## config.mk

```make
export PLATFORM = sky130hd
export DESIGN_NAME = id_ex_stage_flat
export DESIGN_NICKNAME = d
export VERILOG_FILES = /design/src/rtl/id_ex_stage_if.sv /design/src/rtl/id_ex_stage.sv /design/src/flat_wrapper.sv
export SDC_FILE = /design/constraint.sdc
export NUM_CORES = 1
export LEC_CHECK = 0
export CORE_AREA = 2 2 141 143
export DETAILED_ROUTE_END_ITERATION = 8
export DIE_AREA = 0 0 143 145
export PLACE_DENSITY = 0.65
export SLEW_MARGIN = 15
export SYNTH_ARGS = -nofsm -noshare
export SYNTH_HDL_FRONTEND = slang
export SYNTH_SLANG_ARGS = --single-unit
```

## constraint.sdc

```tcl
create_clock -name clk -period 3 [get_ports clk]
set_input_delay 0.6 -clock clk [delete_from_list [all_inputs] [get_ports clk]]
set_output_delay 0.6 -clock clk [all_outputs]
set_load 0.05 [all_outputs]
```

## src/rtl/id_ex_stage_if.sv

```systemverilog
// ID/EX stage bus: decoded ID fields in, registered EX fields and hazard status out.
// The ID side drives through master; id_ex_stage takes the slave view.
interface id_ex_stage_if #(
    parameter int XLEN   = 32,
    parameter int CTRL_W = 8
);
    logic              id_valid;
    logic [XLEN-1:0]   id_pc;
    logic [4:0]        id_rs1;
    logic [4:0]        id_rs2;
    logic [4:0]        id_rd;
    logic              id_uses_rs1;
    logic              id_uses_rs2;
    logic [XLEN-1:0]   id_rs1_data;
    logic [XLEN-1:0]   id_rs2_data;
    logic [XLEN-1:0]   id_imm;
    logic              id_reg_write;
    logic              id_mem_read;
    logic [CTRL_W-1:0] id_ctrl;
    logic              ex_flush;
    logic              wb_reg_write;
    logic [4:0]        wb_rd;
    logic [XLEN-1:0]   wb_data;

    logic              stall;
    logic              ex_valid;
    logic              ex_reg_write;
    logic              ex_mem_read;
    logic [XLEN-1:0]   ex_pc;
    logic [XLEN-1:0]   ex_rs1_data;
    logic [XLEN-1:0]   ex_rs2_data;
    logic [XLEN-1:0]   ex_imm;
    logic [4:0]        ex_rs1;
    logic [4:0]        ex_rs2;
    logic [4:0]        ex_rd;
    logic [CTRL_W-1:0] ex_ctrl;
    logic [15:0]       stall_cnt;

    modport master (
        output id_valid, id_pc, id_rs1, id_rs2, id_rd,
        output id_uses_rs1, id_uses_rs2, id_rs1_data, id_rs2_data,
        output id_imm, id_reg_write, id_mem_read, id_ctrl,
        output ex_flush, wb_reg_write, wb_rd, wb_data,
        input  stall, ex_valid, ex_reg_write, ex_mem_read,
        input  ex_pc, ex_rs1_data, ex_rs2_data, ex_imm,
        input  ex_rs1, ex_rs2, ex_rd, ex_ctrl, stall_cnt
    );

    modport slave (
        input  id_valid, id_pc, id_rs1, id_rs2, id_rd,
        input  id_uses_rs1, id_uses_rs2, id_rs1_data, id_rs2_data,
        input  id_imm, id_reg_write, id_mem_read, id_ctrl,
        input  ex_flush, wb_reg_write, wb_rd, wb_data,
        output stall, ex_valid, ex_reg_write, ex_mem_read,
        output ex_pc, ex_rs1_data, ex_rs2_data, ex_imm,
        output ex_rs1, ex_rs2, ex_rd, ex_ctrl, stall_cnt
    );
endinterface

```

## src/rtl/id_ex_stage.sv

```systemverilog
// ID/EX pipeline register with load-use stall, flush bubble and stall counter.
// Optional: define ID_EX_WB_BYPASS_EN to forward the WB write into captured operands.
module id_ex_stage #(
    parameter int XLEN   = 32,
    parameter int CTRL_W = 8
) (
    input logic          clk,
    input logic          rst_n,
    id_ex_stage_if.slave bus
);
    logic              valid_q;
    logic              reg_write_q;
    logic              mem_read_q;
    logic [XLEN-1:0]   pc_q;
    logic [XLEN-1:0]   rs1_data_q;
    logic [XLEN-1:0]   rs2_data_q;
    logic [XLEN-1:0]   imm_q;
    logic [4:0]        rs1_q;
    logic [4:0]        rs2_q;
    logic [4:0]        rd_q;
    logic [CTRL_W-1:0] ctrl_q;
    logic [15:0]       cnt_q;

    logic            src_hit;
    logic            hazard;
    logic            stall;
    logic [XLEN-1:0] rs1_cap;
    logic [XLEN-1:0] rs2_cap;

    assign src_hit = (bus.id_uses_rs1 && bus.id_rs1 == rd_q)
                  || (bus.id_uses_rs2 && bus.id_rs2 == rd_q);
    assign hazard  = valid_q && mem_read_q && rd_q != 5'd0
                  && bus.id_valid && src_hit;
    assign stall   = hazard && !bus.ex_flush;

`ifdef ID_EX_WB_BYPASS_EN
    logic wb_hit;
    assign wb_hit  = bus.wb_reg_write && bus.wb_rd != 5'd0;
    assign rs1_cap = (wb_hit && bus.wb_rd == bus.id_rs1)
                   ? bus.wb_data : bus.id_rs1_data;
    assign rs2_cap = (wb_hit && bus.wb_rd == bus.id_rs2)
                   ? bus.wb_data : bus.id_rs2_data;
`else
    logic unused_wb;
    assign unused_wb = ^{bus.wb_reg_write, bus.wb_rd, bus.wb_data};
    assign rs1_cap   = bus.id_rs1_data;
    assign rs2_cap   = bus.id_rs2_data;
`endif

    always_ff @(posedge clk) begin
        if (!rst_n || bus.ex_flush || hazard) begin
            valid_q     <= 1'b0;
            reg_write_q <= 1'b0;
            mem_read_q  <= 1'b0;
            pc_q        <= '0;
            rs1_data_q  <= '0;
            rs2_data_q  <= '0;
            imm_q       <= '0;
            rs1_q       <= '0;
            rs2_q       <= '0;
            rd_q        <= '0;
            ctrl_q      <= '0;
        end else begin
            // Invalid slots keep their fields but must never write or load.
            valid_q     <= bus.id_valid;
            reg_write_q <= bus.id_valid && bus.id_reg_write;
            mem_read_q  <= bus.id_valid && bus.id_mem_read;
            ctrl_q      <= bus.id_valid ? bus.id_ctrl : '0;
            pc_q        <= bus.id_pc;
            rs1_data_q  <= rs1_cap;
            rs2_data_q  <= rs2_cap;
            imm_q       <= bus.id_imm;
            rs1_q       <= bus.id_rs1;
            rs2_q       <= bus.id_rs2;
            rd_q        <= bus.id_rd;
        end
    end

    always_ff @(posedge clk) begin
        if (!rst_n) begin
            cnt_q <= '0;
        end else if (stall && cnt_q != 16'hFFFF) begin
            cnt_q <= cnt_q + 16'd1;
        end
    end

    assign bus.stall        = stall;
    assign bus.ex_valid     = valid_q;
    assign bus.ex_reg_write = reg_write_q;
    assign bus.ex_mem_read  = mem_read_q;
    assign bus.ex_pc        = pc_q;
    assign bus.ex_rs1_data  = rs1_data_q;
    assign bus.ex_rs2_data  = rs2_data_q;
    assign bus.ex_imm       = imm_q;
    assign bus.ex_rs1       = rs1_q;
    assign bus.ex_rs2       = rs2_q;
    assign bus.ex_rd        = rd_q;
    assign bus.ex_ctrl      = ctrl_q;
    assign bus.stall_cnt    = cnt_q;
endmodule

```

## src/flat_wrapper.sv

```systemverilog
// flat-port wrapper written by rule: the top's interface ports become plain ports
module id_ex_stage_flat 
#(
    parameter int XLEN   = 32,
    parameter int CTRL_W = 8
)
  (clk, rst_n, bus_id_valid, bus_id_pc, bus_id_rs1, bus_id_rs2, bus_id_rd, bus_id_uses_rs1, bus_id_uses_rs2, bus_id_rs1_data, bus_id_rs2_data, bus_id_imm, bus_id_reg_write, bus_id_mem_read, bus_id_ctrl, bus_ex_flush, bus_wb_reg_write, bus_wb_rd, bus_wb_data, bus_stall, bus_ex_valid, bus_ex_reg_write, bus_ex_mem_read, bus_ex_pc, bus_ex_rs1_data, bus_ex_rs2_data, bus_ex_imm, bus_ex_rs1, bus_ex_rs2, bus_ex_rd, bus_ex_ctrl, bus_stall_cnt);
  id_ex_stage_if #(.XLEN(XLEN), .CTRL_W(CTRL_W)) bus_i ();
  input logic clk;
  input logic rst_n;
  input wire logic [$bits(bus_i.id_valid)-1:0] bus_id_valid;
  input wire logic [$bits(bus_i.id_pc)-1:0] bus_id_pc;
  input wire logic [$bits(bus_i.id_rs1)-1:0] bus_id_rs1;
  input wire logic [$bits(bus_i.id_rs2)-1:0] bus_id_rs2;
  input wire logic [$bits(bus_i.id_rd)-1:0] bus_id_rd;
  input wire logic [$bits(bus_i.id_uses_rs1)-1:0] bus_id_uses_rs1;
  input wire logic [$bits(bus_i.id_uses_rs2)-1:0] bus_id_uses_rs2;
  input wire logic [$bits(bus_i.id_rs1_data)-1:0] bus_id_rs1_data;
  input wire logic [$bits(bus_i.id_rs2_data)-1:0] bus_id_rs2_data;
  input wire logic [$bits(bus_i.id_imm)-1:0] bus_id_imm;
  input wire logic [$bits(bus_i.id_reg_write)-1:0] bus_id_reg_write;
  input wire logic [$bits(bus_i.id_mem_read)-1:0] bus_id_mem_read;
  input wire logic [$bits(bus_i.id_ctrl)-1:0] bus_id_ctrl;
  input wire logic [$bits(bus_i.ex_flush)-1:0] bus_ex_flush;
  input wire logic [$bits(bus_i.wb_reg_write)-1:0] bus_wb_reg_write;
  input wire logic [$bits(bus_i.wb_rd)-1:0] bus_wb_rd;
  input wire logic [$bits(bus_i.wb_data)-1:0] bus_wb_data;
  output wire logic [$bits(bus_i.stall)-1:0] bus_stall;
  output wire logic [$bits(bus_i.ex_valid)-1:0] bus_ex_valid;
  output wire logic [$bits(bus_i.ex_reg_write)-1:0] bus_ex_reg_write;
  output wire logic [$bits(bus_i.ex_mem_read)-1:0] bus_ex_mem_read;
  output wire logic [$bits(bus_i.ex_pc)-1:0] bus_ex_pc;
  output wire logic [$bits(bus_i.ex_rs1_data)-1:0] bus_ex_rs1_data;
  output wire logic [$bits(bus_i.ex_rs2_data)-1:0] bus_ex_rs2_data;
  output wire logic [$bits(bus_i.ex_imm)-1:0] bus_ex_imm;
  output wire logic [$bits(bus_i.ex_rs1)-1:0] bus_ex_rs1;
  output wire logic [$bits(bus_i.ex_rs2)-1:0] bus_ex_rs2;
  output wire logic [$bits(bus_i.ex_rd)-1:0] bus_ex_rd;
  output wire logic [$bits(bus_i.ex_ctrl)-1:0] bus_ex_ctrl;
  output wire logic [$bits(bus_i.stall_cnt)-1:0] bus_stall_cnt;
  assign bus_i.id_valid = bus_id_valid;
  assign bus_i.id_pc = bus_id_pc;
  assign bus_i.id_rs1 = bus_id_rs1;
  assign bus_i.id_rs2 = bus_id_rs2;
  assign bus_i.id_rd = bus_id_rd;
  assign bus_i.id_uses_rs1 = bus_id_uses_rs1;
  assign bus_i.id_uses_rs2 = bus_id_uses_rs2;
  assign bus_i.id_rs1_data = bus_id_rs1_data;
  assign bus_i.id_rs2_data = bus_id_rs2_data;
  assign bus_i.id_imm = bus_id_imm;
  assign bus_i.id_reg_write = bus_id_reg_write;
  assign bus_i.id_mem_read = bus_id_mem_read;
  assign bus_i.id_ctrl = bus_id_ctrl;
  assign bus_i.ex_flush = bus_ex_flush;
  assign bus_i.wb_reg_write = bus_wb_reg_write;
  assign bus_i.wb_rd = bus_wb_rd;
  assign bus_i.wb_data = bus_wb_data;
  assign bus_stall = bus_i.stall;
  assign bus_ex_valid = bus_i.ex_valid;
  assign bus_ex_reg_write = bus_i.ex_reg_write;
  assign bus_ex_mem_read = bus_i.ex_mem_read;
  assign bus_ex_pc = bus_i.ex_pc;
  assign bus_ex_rs1_data = bus_i.ex_rs1_data;
  assign bus_ex_rs2_data = bus_i.ex_rs2_data;
  assign bus_ex_imm = bus_i.ex_imm;
  assign bus_ex_rs1 = bus_i.ex_rs1;
  assign bus_ex_rs2 = bus_i.ex_rs2;
  assign bus_ex_rd = bus_i.ex_rd;
  assign bus_ex_ctrl = bus_i.ex_ctrl;
  assign bus_stall_cnt = bus_i.stall_cnt;
  id_ex_stage #(.XLEN(XLEN), .CTRL_W(CTRL_W)) u_core (.clk(clk), .rst_n(rst_n), .bus(bus_i));
endmodule
```

==> summary.md <==
| Metric | Value |
|---|---|
| Hold violation total from the final report | `0` |
| Worst Tran Pin Value | `roughly 0.57 ns` |
| Avg WL per Cell | `~14 microns` |
| Total Wirelength | `15200 microns` |
| Placer Congestion | `0.773` |
| Root cell of the clock tree | `clkbuf_16` |
| Layout cell share with drive strength beyond 1 | `between 5 and 6%` |
| PwrDens | `565 nW/um^2` |
| Leak | `3.60 nW` |
| Final HPWL DP | `11700 microns` |
| Core Footprint | `19200 sq um` |
| Worst-path clk slew | `0.07 ns` |
| Largest area contributor in the netlist | `dfxtp_1` |
| Post-CTS Setup Inserts | `0` |
| Grt ovf | `0` |
| Post-synthesis mux area share | `~1.7%` |
| DP Area | `8830 sq um` |
| Max Fclk | `approximately 350 MHz` |
| # DRC | `0` |
| TritonCTS Buffers | `17` |
| Sequential area share after synthesis | `64.9%` |
| Die Ht | `145 microns` |
| DIE AREA | `20700 sq um` |
| Final setup violation count | `0` |
| Kind of critical path | `primary input to primary output` |
| I/O Buffers | `329` |
| Synth Area in Compound Gates | `2.77%` |
| Vias post-DR | `~4300` |
| Pre-antenna DRT Iters | `4` |
| Fillers | `about 1800` |
| Final Net Count | `approximately 990` |
| Setup Skew | `0.0120 ns` |
| Tot Pwr | `5.33 mW` |
| Starting Density | `27.3%` |
| VDD IR max | `0.363 mV` |
| Setup total negative slack | `0 ns` |
| Syn avg cell area | `11.4 sq um` |
| CTS tree | `built` |
| H-tree levels | `4` |
| Final Cycle Share | `94.4%` |
| Total nets after synthesis | `660` |
| Skew-Pair Late Insertion Delay | `0.42 ns` |
| Clock Path Buffers | `2` |
| DR vias/cell | `~4` |
| TritonCTS Sinks | `170` |
| Hold_buf cts | `0` |
| Die X | `about 140 microns` |
| First-pass GRT wire length | `between 20000 and 25000 microns` |
| Synth area leaders | `dfxtp_1, and2_1, mux2i_1` |
| Post-route cell area | `9430 sq um` |
| Crit path launch type | `primary input` |
| CP max FO | `3` |
| Slew margin rel. | `62.2%` |
| Worst min path class | `flop to flop` |
| Vias in the first global route | `4236` |
| Area Growth Syn to Fin | `79.8%` |
| Tmin final | `2.83 ns` |
| Simple-Gate Fraction of Synth Area | `25.6%` |
| Synth unique cells | `34` |
| Adder-Cell Fraction of Synth Area | `less than 1%` |
| Max Transition Viols Final | `0` |
| XOR/XNOR Fraction of Synth Area | `1.67%` |
| Critical path data arrival time | `2.23 ns` |
| Antenna fix cells | `0` |
| Status | `complete, no violations` |
| Initial antenna violation count | `0` |
| Most common cell after layout, fill and taps aside | `clkdlybuf4s50_1` |
| Largest family of logic cells by synthesized area | `simple AND/OR/NAND/NOR gates` |
| Initial DRC count | `203` |
| Post-route antenna net violation count | `0` |
| Largest net degree at the start of global routing | `73` |
| PostCTS Resize Cnt | `0` |
| Number of I/O pins | `approximately 370` |
| CP required | `about 2.4 ns` |
| GR Util All Layers | `14.6%` |
| Count of state elements after synthesis | `170` |
| Post-Syn Instances | `462` |
| Yosys synthesis warning count | `0` |
| Post-synth top area share | `64.9%` |
| Unrepaired setup endpoints after global routing | `no` |
| # rows | `51` |
| Crit end category | `primary output` |
| Max-cap violations | `0` |
| Synthesized area | `5250 sq um` |
| Most frequent cells in the layout | `clkdlybuf4s50_1, dfxtp_1, and2_1` |
[Yosys cell counts (all sizes together)]
library cell    n
o41ai           1
inv             5
xnor2           2
buf             9
and2          145
nand3           7
o31a            1
and3           10
nand2b          7
nand4           6
or4             5
or2             1
o31ai           4
o311a           1
dfxtp         170
xor2            8
nor4b           1
nand2          19
o21ba           1
nor3            3
nor2            4
ha              1
o21a            1
a21oi           5
nor4           12
or4b            1
a32oi           1
mux2i           9
or3             2
o21ai           4
o311ai          1
clkbuf         15
[critical path, stage by stage]
cell	delay, ns
clkdlybuf4s50_1	0.44
xor2_1	0.15
nor4_1	0.39
buf_4	0.18
a32oi_2	0.06
nor2_1	0.22
buf_12	0.17
[stage by stage]
stage	hold WS (ns)	util, %	setup WS (ns)	std cells
final	0.496	49.1	0.169	1071
after global placement	0.482	46.0	0.106	1040
after global routing	0.524	49.1	0.0802	1071
after CTS	0.501	49.1	0.131	1071
after floorplan	0.690	-	0.204	462
after detailed placement	0.490	46.0	0.0869	1040
[area by class of cell]
class,count,area [sq um],area share (%)
Clock buffer,17,425,4.51
Sequential cell,170,3400,36.1
Tap cell,265,332,3.51
Clock inverter,14,176,1.87
Timing Repair Buffer,337,3390,35.9
Inverter,5,18.8,0.199
Multi-Input combinational cell,263,1690,17.9
[metal layers]
layer / up-vias / GRT usage, % / wire [microns]
li1: 2164 / - / -
met1: 1914 / 15.6 / 5810
met2: 242 / 24.5 / 7200
met3: 27 / 6.70 / 1790
met4: 0 / 6.34 / 403
met5: - / 0 / 0
[power by group]
part / leakage [nW] / switching (mW) / internal (mW) / total, mW
clock network: 0.294 / 1.00 / 1.19 / 2.20
logic: 1.92 / 0.412 / 0.363 / 0.775
registers: 1.39 / 0.0247 / 2.34 / 2.36
[registers in the layout (all words and copies together), names as in the netlist]
name and count:
u_core.bus.ex_rd 5, u_core.bus.ex_pc 32, u_core.bus.ex_rs1_data 32, u_core.bus.stall_cnt 16, u_core.bus.ex_rs2 5, u_core.bus.ex_imm 32, u_core.bus.ex_ctrl 8, u_core.bus.ex_mem_read 1
u_core.bus.ex_rs1 5, u_core.bus.ex_reg_write 1, u_core.bus.ex_valid 1, u_core.bus.ex_rs2_data 32
[final timing paths]
check / depth (start not counted) / from / to / slack, ns
worst max register to register: 7 / u_core.bus.ex_rd[3] / u_core.bus.ex_reg_write / 0.77
worst max-delay path: 7 / bus_id_rs1[3] / bus_stall / 0.17
worst min register to register: 2 / u_core.bus.stall_cnt[9] / u_core.bus.stall_cnt[9] / 0.50
worst min-delay path: 2 / u_core.bus.stall_cnt[9] / u_core.bus.stall_cnt[9] / 0.50
[cells by family (layout without fill, tap and decap cells)]
logic type	count (synthesis)	count (layout)
fa+ha+maj	1	1
buf+inv	29	373
compound gates	20	20
xor+xnor	10	10
flops	170	170
simple gates	223	223
mux	9	9
Note: power is estimated with default switching activity, not from simulation.
